===== config.mk =====
export PLATFORM = sky130hd
export DESIGN_NAME = stdout_uart_tx_flat
export DESIGN_NICKNAME = d
export VERILOG_FILES = /design/src/rtl/stdout_uart_tx_pkg.sv /design/src/rtl/stdout_uart_tx_if.sv /design/src/rtl/stdout_uart_tx_fifo.sv /design/src/rtl/stdout_uart_tx.sv /design/src/flat_wrapper.sv
export SDC_FILE = /design/constraint.sdc
export NUM_CORES = 1
export LEC_CHECK = 0
export BUFFER_PORTS_ARGS = -buffer_cell sky130_fd_sc_hd__buf_2
export CORE_MARGIN = 8
export CORE_UTILIZATION = 55
export CTS_BUF_LIST = sky130_fd_sc_hd__clkbuf_2
export CTS_CLUSTER_SIZE = 12
export DETAILED_ROUTE_END_ITERATION = 6
export HOLD_SLACK_MARGIN = 0.05
export PLACE_DENSITY = 0.74
export REMOVE_ABC_BUFFERS = 1
export SLEW_MARGIN = 20
export SYNTH_ARGS = -nofsm -noshare
export SYNTH_HDL_FRONTEND = slang
export SYNTH_SLANG_ARGS = --single-unit

===== constraint.sdc =====
create_clock -name i_clk -period 4.1 [get_ports i_clk]
set_input_delay 1.025 -clock i_clk [delete_from_list [all_inputs] [get_ports i_clk]]
set_output_delay 1.025 -clock i_clk [all_outputs]
set_load 0.05 [all_outputs]

===== src/rtl/stdout_uart_tx_pkg.sv =====
// Shared constants, FSM states and status helpers for the stdout UART.
// Optional even parity bit is enabled by defining STDOUT_PARITY_EN.
package stdout_uart_tx_pkg;

  localparam logic [23:0] STATUS_ADDR_DEF = 24'hFFFFFD;
  localparam logic [23:0] STDOUT_ADDR_DEF = 24'hFFFFFE;
  localparam logic [23:0] HALT_ADDR_DEF   = 24'hFFFFFF;

  localparam int ST_EMPTY = 0;
  localparam int ST_FULL  = 1;
  localparam int ST_BUSY  = 2;
  localparam int ST_OVF   = 3;
  localparam int ST_HALT  = 4;

  typedef enum logic [2:0] {
    S_IDLE,
    S_START,
    S_DATA,
    S_PARITY,
    S_STOP
  } tx_state_e;

  function automatic logic [31:0] status_word(
    input logic halt,
    input logic ovf,
    input logic busy,
    input logic full,
    input logic empty
  );
    logic [31:0] w;
    w           = '0;
    w[ST_HALT]  = halt;
    w[ST_OVF]   = ovf;
    w[ST_BUSY]  = busy;
    w[ST_FULL]  = full;
    w[ST_EMPTY] = empty;
    return w;
  endfunction

endpackage


===== src/rtl/stdout_uart_tx_if.sv =====
// CPU data-bus slice seen by the stdout/halt peripheral.
// STDOUT_PARITY_EN does not change this interface.
interface stdout_uart_tx_if;
  logic [23:0] i_addr;
  logic        i_wr;
  logic        i_rd;
  logic [31:0] i_din;
  logic [31:0] o_dout;
  logic        o_sel;

  modport master (
    output i_addr, i_wr, i_rd, i_din,
    input  o_dout, o_sel
  );

  modport slave (
    input  i_addr, i_wr, i_rd, i_din,
    output o_dout, o_sel
  );
endinterface


===== src/rtl/stdout_uart_tx_fifo.sv =====
// Byte FIFO with first-word-fall-through output for the UART.
// Independent of STDOUT_PARITY_EN.
module stdout_uart_tx_fifo #(
  parameter int AW = 4
) (
  input  logic       clk_i,
  input  logic       rst_ni,
  input  logic       en_i,
  input  logic       push_i,
  input  logic       pop_i,
  input  logic [7:0] din_i,
  output logic [7:0] dout_o,
  output logic       full_o,
  output logic       empty_o
);

  logic [7:0]  mem_q [2**AW];
  logic [AW:0] wr_q;
  logic [AW:0] rd_q;
  logic        do_push;
  logic        do_pop;

  assign empty_o = (wr_q == rd_q);
  assign full_o  = (wr_q[AW] != rd_q[AW]) &&
                   (wr_q[AW-1:0] == rd_q[AW-1:0]);
  assign dout_o  = mem_q[rd_q[AW-1:0]];

  // A full FIFO still takes a byte when one leaves the same cycle
  assign do_push = en_i & push_i & (~full_o | pop_i);
  assign do_pop  = en_i & pop_i & ~empty_o;

  always_ff @(posedge clk_i or negedge rst_ni) begin
    if (!rst_ni) begin
      wr_q <= '0;
      rd_q <= '0;
    end else begin
      if (do_push) wr_q <= wr_q + 1'b1;
      if (do_pop)  rd_q <= rd_q + 1'b1;
    end
  end

  always_ff @(posedge clk_i) begin
    if (do_push) mem_q[wr_q[AW-1:0]] <= din_i;
  end

endmodule


===== src/rtl/stdout_uart_tx.sv =====
// Console TX / halt peripheral: bus decode, status, FIFO and UART FSM.
// Define STDOUT_PARITY_EN for an even parity bit (11-bit frames).
module stdout_uart_tx
  import stdout_uart_tx_pkg::*;
#(
  parameter int          CLK_DIV     = 16,
  parameter int          FIFO_AW     = 4,
  parameter logic [23:0] STATUS_ADDR = STATUS_ADDR_DEF,
  parameter logic [23:0] STDOUT_ADDR = STDOUT_ADDR_DEF,
  parameter logic [23:0] HALT_ADDR   = HALT_ADDR_DEF
) (
  input  logic             i_clk,
  input  logic             i_rstb,
  input  logic             i_clk_en,
  stdout_uart_tx_if.slave  bus,
  output logic             o_txd,
  output logic             o_halt,
  output logic [7:0]       o_halt_code
);

  localparam int BW = $clog2(CLK_DIV);
  localparam logic [BW-1:0] RELOAD = BW'(CLK_DIV - 1);

  tx_state_e   state_q;
  logic [BW-1:0] baud_q;
  logic [2:0]  bit_q;
  logic [7:0]  sh_q;
  logic        txd_q;
  logic [31:0] dout_q;
  logic        ovf_q;
  logic        halt_q;
  logic [7:0]  code_q;

  logic        hit_status;
  logic        hit_stdout;
  logic        hit_halt;
  logic        push;
  logic        pop;
  logic        drop;
  logic        full;
  logic        empty;
  logic        baud_done;
  logic [7:0]  fifo_dout;
  logic [31:0] status_d;
  logic        unused_din;

  assign hit_status = (bus.i_addr == STATUS_ADDR);
  assign hit_stdout = (bus.i_addr == STDOUT_ADDR);
  assign hit_halt   = (bus.i_addr == HALT_ADDR);
  assign bus.o_sel  = hit_status | hit_stdout | hit_halt;
  assign bus.o_dout = dout_q;
  assign unused_din = ^bus.i_din[31:8];

  assign baud_done = (baud_q == '0);
  assign push      = bus.i_wr & hit_stdout;
  assign pop       = ~empty & ((state_q == S_IDLE) |
                     ((state_q == S_STOP) & baud_done));
  assign drop      = push & full & ~pop;
  assign status_d  = status_word(halt_q, ovf_q,
                       state_q != S_IDLE, full, empty);

  stdout_uart_tx_fifo #(.AW(FIFO_AW)) u_fifo (
    .clk_i   (i_clk),
    .rst_ni  (i_rstb),
    .en_i    (i_clk_en),
    .push_i  (push),
    .pop_i   (pop),
    .din_i   (bus.i_din[7:0]),
    .dout_o  (fifo_dout),
    .full_o  (full),
    .empty_o (empty)
  );

  always_ff @(posedge i_clk or negedge i_rstb) begin
    if (!i_rstb) begin
      dout_q <= '0;
      ovf_q  <= 1'b0;
      halt_q <= 1'b0;
      code_q <= '0;
    end else if (i_clk_en) begin
      if (bus.i_rd) dout_q <= hit_status ? status_d : '0;
      // A drop in the same cycle as a status read keeps ovf set
      if (drop)
        ovf_q <= 1'b1;
      else if (bus.i_rd && hit_status)
        ovf_q <= 1'b0;
      if (bus.i_wr && hit_halt && !halt_q) begin
        halt_q <= 1'b1;
        code_q <= bus.i_din[7:0];
      end
    end
  end

  always_ff @(posedge i_clk or negedge i_rstb) begin
    if (!i_rstb) begin
      state_q <= S_IDLE;
      baud_q  <= '0;
      bit_q   <= '0;
      sh_q    <= '0;
      txd_q   <= 1'b1;
    end else if (i_clk_en) begin
      if (pop) begin
        state_q <= S_START;
        baud_q  <= RELOAD;
        sh_q    <= fifo_dout;
        txd_q   <= 1'b0;
      end else if (!baud_done) begin
        baud_q <= baud_q - 1'b1;
      end else begin
        case (state_q)
          S_START: begin
            state_q <= S_DATA;
            baud_q  <= RELOAD;
            bit_q   <= '0;
            txd_q   <= sh_q[0];
          end
          S_DATA: begin
            baud_q <= RELOAD;
            // Rotate so the full byte stays available for parity
            sh_q   <= {sh_q[0], sh_q[7:1]};
            if (bit_q != 3'd7) begin
              bit_q <= bit_q + 1'b1;
              txd_q <= sh_q[1];
            end else begin
`ifdef STDOUT_PARITY_EN
              state_q <= S_PARITY;
              txd_q   <= ^sh_q;
`else
              state_q <= S_STOP;
              txd_q   <= 1'b1;
`endif
            end
          end
          S_PARITY: begin
            state_q <= S_STOP;
            baud_q  <= RELOAD;
            txd_q   <= 1'b1;
          end
          S_STOP:  state_q <= S_IDLE;
          default: state_q <= S_IDLE;
        endcase
      end
    end
  end

  assign o_txd       = txd_q;
  assign o_halt      = halt_q;
  assign o_halt_code = code_q;

endmodule


===== src/flat_wrapper.sv =====
// flat-port wrapper written by rule: the top's interface ports become plain ports
module stdout_uart_tx_flat import stdout_uart_tx_pkg::*;
#(
  parameter int          CLK_DIV     = 16,
  parameter int          FIFO_AW     = 4,
  parameter logic [23:0] STATUS_ADDR = STATUS_ADDR_DEF,
  parameter logic [23:0] STDOUT_ADDR = STDOUT_ADDR_DEF,
  parameter logic [23:0] HALT_ADDR   = HALT_ADDR_DEF
)
  (i_clk, i_rstb, i_clk_en, o_txd, o_halt, o_halt_code, bus_i_addr, bus_i_wr, bus_i_rd, bus_i_din, bus_o_dout, bus_o_sel);
  stdout_uart_tx_if bus_i ();
  input  logic i_clk;
  input  logic i_rstb;
  input  logic i_clk_en;
  output logic o_txd;
  output logic o_halt;
  output logic [7:0] o_halt_code;
  input wire logic [$bits(bus_i.i_addr)-1:0] bus_i_addr;
  input wire logic [$bits(bus_i.i_wr)-1:0] bus_i_wr;
  input wire logic [$bits(bus_i.i_rd)-1:0] bus_i_rd;
  input wire logic [$bits(bus_i.i_din)-1:0] bus_i_din;
  output wire logic [$bits(bus_i.o_dout)-1:0] bus_o_dout;
  output wire logic [$bits(bus_i.o_sel)-1:0] bus_o_sel;
  assign bus_i.i_addr = bus_i_addr;
  assign bus_i.i_wr = bus_i_wr;
  assign bus_i.i_rd = bus_i_rd;
  assign bus_i.i_din = bus_i_din;
  assign bus_o_dout = bus_i.o_dout;
  assign bus_o_sel = bus_i.o_sel;
  stdout_uart_tx #(.CLK_DIV(CLK_DIV), .FIFO_AW(FIFO_AW), .STATUS_ADDR(STATUS_ADDR), .STDOUT_ADDR(STDOUT_ADDR), .HALT_ADDR(HALT_ADDR)) u_core (.i_clk(i_clk), .i_rstb(i_rstb), .i_clk_en(i_clk_en), .bus(bus_i), .o_txd(o_txd), .o_halt(o_halt), .o_halt_code(o_halt_code));
endmodule

* Word level (Yosys, flattened, before mapping)
Memories as Yosys holds them, arrays and structs flattened.
Index checks and enable logic that the tools add are counted.
** Word-level totals
- Register bits :: 71
- RAM bits :: 128
- Input bits :: 61
- Output and inout bits :: 43
- Word-level logic and storage cells :: 89
- Memories :: 1
** Memories
- u_core.u_fifo.mem_q :: depth 16, width 8, rd ports 1, clocked after memory_dff 0, wr ports 1, line stdout_uart_tx_fifo.sv:17 : logic [7:0] mem_q [2**AW];
** Cells by class
- $add $sub $neg :: 4
- Equality and inequality tests :: 14
- Multiplexer cells :: 21
- Bitwise logic cells :: 16
- Reduce and logical (&&, ||, !) cells :: 22
** Operators by type and width (number)
- 24-bit equality test, second input constant :: 3
- 8-bit two-way mux :: 3
- 3-bit two-way mux :: 4
- 4-bit two-way mux :: 3
- 5-bit by 1-bit adder with 5-bit output, second input constant :: 2
- 1-bit bitwise AND :: 9
- 3-bit one-hot mux with 3 select lines :: 1
- 3-bit AND reduction :: 3
- 2-bit AND reduction :: 4
- 2-bit nonzero test :: 4
- 1-bit two-way mux :: 7
- 3-bit by 2-bit equality test with 1-bit output, second input constant :: 2
- 3-bit by 2-bit != test with 1-bit output, second input constant :: 2
- 3-bit one-hot mux with 2 select lines :: 1
- 5-bit equality test :: 1
- 5-bit two-way mux :: 1
- 5-bit AND reduction :: 1
- 4-bit equality test :: 1
- 1-bit logical AND :: 4
- 4-bit logical NOT :: 1
- 1-bit OR :: 4
- 4-bit nonzero test :: 1
- 4-bit by 1-bit subtractor with 4-bit output, second input constant :: 1
- 3-bit by 1-bit adder with 3-bit output, second input constant :: 1
- other kinds (11) :: 13

* Depth between registers and ports, before layout
- Word-level depth :: 8
- Mapped depth :: 8
- Gate-level depth less buffers :: 7

* Cells and area by module
Synthesis repeated with hierarchy kept, for this count alone.
** Unflattened totals
- Cells, all modules :: 489
- Area total of the unflattened synthesis :: 7672.4 µm²
** Modules (own cells, without submodules)
- stdout_uart_tx_fifo :: instances 1, cells an instance 289, area an instance 5672.9 µm², sequential area each 4093.9 µm²
- stdout_uart_tx :: instances 1, cells an instance 200, area an instance 1999.4 µm², sequential area each 852.1 µm²

* Least setup slack after synthesis
No wires, ideal clock.
- Kind :: in2out
- From :: input port bus_i_addr[7]
- To :: output port bus_o_sel
- Data arrival time :: 1.893 ns
- Required time :: 3.075 ns
- Path slack :: 1.182 ns
- Stages on the path :: 3
- Buffers on the path :: 0
- Cell sequence :: nand4_1 -> nor3_1 -> o211a_1
** Between the ends
- Longest elaborated chain between the ends :: 3
- Elaborated cells between the ends (all ways) :: 5
- Classes of those cells :: eq/ne: 3; bitwise: 2
** RTL lines
- start: declaration :: line flat_wrapper.sv:18 : input wire logic [$bits(bus_i.i_addr)-1:0] bus_i_addr;
- 24-bit equality test (on tied branches) :: line stdout_uart_tx.sv:47, stdout_uart_tx.sv:48
- 1-bit OR :: line stdout_uart_tx.sv:50 : assign bus.o_sel = hit_status | hit_stdout | hit_halt;
- 1-bit OR (*) :: line stdout_uart_tx.sv:50
- end: declaration :: line flat_wrapper.sv:23 : output wire logic [$bits(bus_i.o_sel)-1:0] bus_o_sel;
Every way passes the cells marked *; elsewhere a longest branch is shown, timed or not.

* Worst setup path after layout
- From :: input port bus_i_addr[3]
- To :: output port bus_o_sel
Same word-level chain as after synthesis.

==> impl_metrics.tcl <==
set metrics [dict create \
    diodes 0 \
    crit_top_cell "buf_2" \
    vias_per_cell 5.84 \
    ant_nets 0 \
    maxSlewViolCount 0 \
    dieHeight_um 133 \
    drive_gt1_share_pct 26.9 \
    cts_resized 0 \
    switchingPower_mw 1.27 \
    synth-seq-cells 172 \
    finClkSkew_ns 0.0255 \
    worstMarginPinSlew_ns 0.831 \
    synthArstFlopShare_pct 25.6 \
    dpl-instance-area_um2 7690 \
    end_kind "output port" \
    dp_hpwl_um 9440 \
    path_max_fanout 4 \
    status "finished, final reports clean" \
    timing.reg2reg.setup_slack_ns 1.26 \
    syn_to_final_growth_pct 5.63 \
    drtIter0Drc 275 \
    cts_made_buffers 17 \
    rsz0062_at_grt "false" \
    rows 42 \
    critical_path.slowest_cell "nor3_1" \
    r2r_cells 7 \
    grt_overflow 0 \
    cts_tree "built" \
    whs_ns 0.235 \
    cap_violations 0 \
    grt_pass1_wl_um 22200 \
    p_seq_share_pct 54.0 \
    grt_pass1_vias 4086 \
    min_period_ns 3.09 \
    antenna_found_initial 0 \
    ioPinCount 104 \
    post-place-ws_ns 0.743 \
    cts_setup_buffers 0 \
    die_x_um 133 \
    cts-root-buf "clkbuf_2" \
    final_cells 686 \
    path_class "primary input to output port" \
    syn_area_um2 7480 \
    arrival_ns 2.07 \
    postCtsHoldBufs 0 \
    synth_area_per_cell_um2 16.9 \
    synth_edf_count 128 \
    crit_buf_inv 2 \
    path_depth 5 \
    wl_per_cell_um 20.5 \
    netlist_instances 444 \
    synth_top_area_share_pct 51.4 \
    yosysWarnings 0 \
    worstReg2RegStart "u_core.baud_q[0]$_DFFE_PN0P_" \
    drcViolationCount 0 \
    dp.cells 654 \
    clkPwrFrac_pct 20.3 \
    routed-via-count 4009 \
    fin_crit_sh_pct 75.4 \
    port_buffers 52 \
    critPathLaunchType "primary input" \
    setup_viol 0 \
    cp-endpoint "bus_o_sel" \
    max_stage_delay_ns 0.39 \
    crit_required_ns 3.07 \
    grt_max_degree 45 \
    synth-main-ff-cell "edfxtp_1" \
    ir_drop_uv 273 \
    yosys.area.top_type "edfxtp_1" \
    gp_congestion 0.817 \
    grtUsageTotal_pct 16.7 \
    n_fill_cell 1007 \
    routed_wl_um 14100 \
    h-tree-depth 4 \
    slew_headroom_pct 44.3 \
    fmax_ghz 0.324 \
    path_cells "buf_2, nand4_1, nor3_1, o211a_1, buf_2" \
    leakagePower_nw 3.04 \
    clk_latency_ns 0.74 \
    fin_ws_ns 1.01 \
    clkSinkCount 172 \
    comb_power_share_pct 25.7 \
    fin_nets 566 \
    cellPowerDensity_nw_per_um2 497 \
    dieArea_um2 17600 \
    drt_pass1_iterations 4 \
    finalHoldViolCount 0 \
    final_area_um2 7910 \
    coreArea_um2 13200 \
    yosysUniqueCellTypes 57 \
    totalNegativeSetupSlack_ns 0 \
    utilization_pct 59.7 \
    critPathTopFamily "simple AND/OR/NAND/NOR gates" \
    clk_pin_slew_ns 0.23 \
    ys_seq_area_share_pct 66.1 \
    switching_share_pct 32.5 \
    cts_buffer_depth 2 \
    synth_area_leaders "edfxtp_1 51%, dfrtp_1 14%, mux4_2 6.0%, mux4_1 4.2%, buf_4 2.7%" \
    holdCritPathClass "primary input to asynchronous set/reset pin" \
    p_int_mw 2.65 \
    worstSetupStartpoint "bus_i_addr[3]" \
    r2r_end "u_core.u_fifo.mem_q[8][1]$_DFFE_PP_" \
    start_util_pct 56.5 \
    p_total_mw 3.93 \
]
worst min-delay path by stage:
stage	end	slack, ns	cells past startpoint
after floorplan	u_core.baud_q[0]$_DFFE_PN0P_	0.47	1
after global placement	u_core.bus.o_dout[0]$_DFFE_PN0P_	0.46	1
after detailed placement	u_core.bus.o_dout[4]$_DFFE_PN0P_	0.47	2
after CTS	u_core.bit_q[2]$_DFFE_PN0P_	0.36	1
after global routing	u_core.bus.o_dout[1]$_DFFE_PN0P_	0.18	1
final	u_core.o_halt$_DFFE_PN0P_	0.23	1
registers in the layout, summed over array words and instances, names as in the netlist:
| name | flops |
|---|---|
| u_core.o_txd | 1 |
| u_core.u_fifo.mem_q | 128 |
| u_core.o_halt | 1 |
| u_core.u_fifo.wr_q | 5 |
| u_core.bus.o_dout | 5 |
| u_core.state_q | 3 |
| u_core.baud_q | 4 |
| u_core.o_halt_code | 8 |
| u_core.ovf_q | 1 |
| u_core.bit_q | 3 |
| u_core.sh_q | 8 |
| u_core.u_fifo.rd_q | 5 |
cell usage after synthesis, types with 2 or more instances:
library cell     instances
clkbuf_8                 3
mux4_1                  12
a31oi_1                  3
edfxtp_1               128
ha_1                     8
and2_1                   6
nor3b_2                  2
buf_12                   2
and3_1                  14
nand3_1                  7
nor3_1                   6
nor2_1                  13
clkdlybuf4s25_2          2
nand2_1                 16
a21oi_1                  9
mux4_2                  20
or2_2                    2
a21o_1                   2
xnor2_1                  7
mux2_2                  13
o21ai_0                 12
a22oi_1                 16
a221o_1                  8
nor3_4                   2
clkbuf_1                 5
buf_6                    4
inv_1                    7
xor2_1                   7
nor4_1                   3
o211a_1                  2
buf_4                   27
dfrtp_1                 43
nor2b_1                  3
buf_2                    3
nand4_1                  5
power groups by stage:
stage	sequential, mW	clock (mW)	combinational (mW)
after floorplan	2.19	0	0.678
after global placement	2.15	0	0.987
after detailed placement	2.16	0	1.01
after CTS	2.12	0.819	1.01
after global routing	2.14	0.884	1.08
final	2.12	0.796	1.01
kinds of logic (layout without fill, tap and decap cells):
group / count (synthesis) / count (layout) / share of synthesized area [%]
flops: 172 / 172 / 66.1
mux: 45 / 45 / 12.2
fa+ha+maj: 8 / 8 / 1.34
compound gates: 61 / 61 / 6.09
buf+inv: 53 / 93 / 5.47
other cells: 1 / 27 / 0.0501
simple gates: 90 / 90 / 7.14
xor+xnor: 14 / 14 / 1.64
cell usage in the layout, fill, tap and decap left out, types with 2 or more instances in the layout:
cell / instances
nand2_1: 16
nor2_1: 13
nor2b_1: 3
and3_1: 14
nor3_4: 2
buf_2: 51
clkinvlp_4: 2
xnor2_1: 7
o21ai_0: 12
a22oi_1: 16
xor2_1: 7
edfxtp_1: 128
mux4_2: 20
buf_4: 3
inv_1: 7
nor4_1: 3
and2_1: 6
mux4_1: 12
mux2_2: 13
nor3_1: 6
a31oi_1: 3
or2_2: 2
a21o_1: 2
dfrtp_1: 42
clkinv_2: 6
nand3_1: 7
a21oi_1: 9
inv_6: 4
nand4_1: 5
clkbuf_2: 17
a221o_1: 8
ha_1: 8
o211a_1: 2
nor3b_2: 2
conb_1: 27
final cells by class:
class                   count  area (um2)  share of cell area, %
flip-flops and latches    172        4950                   62.6
multi-input cells         245        2230                   28.2
repair buffers             54         278                   3.51
well taps                 176         220                   2.79
clock inverters            15         123                   1.55
clock buffers              17        85.1                   1.08
inverters                   7        26.3                  0.332
layer usage:
layer  track usage (%)  share of wire (%)  vias up
li1                  -                  -     1802
met1              21.0                 42     2043
met2              26.8                 50      140
met3              4.13                6.3       24
met5                 0                  0        -
met4              7.89                2.1        0
No activity file was read; power rests on OpenSTA's default activity.
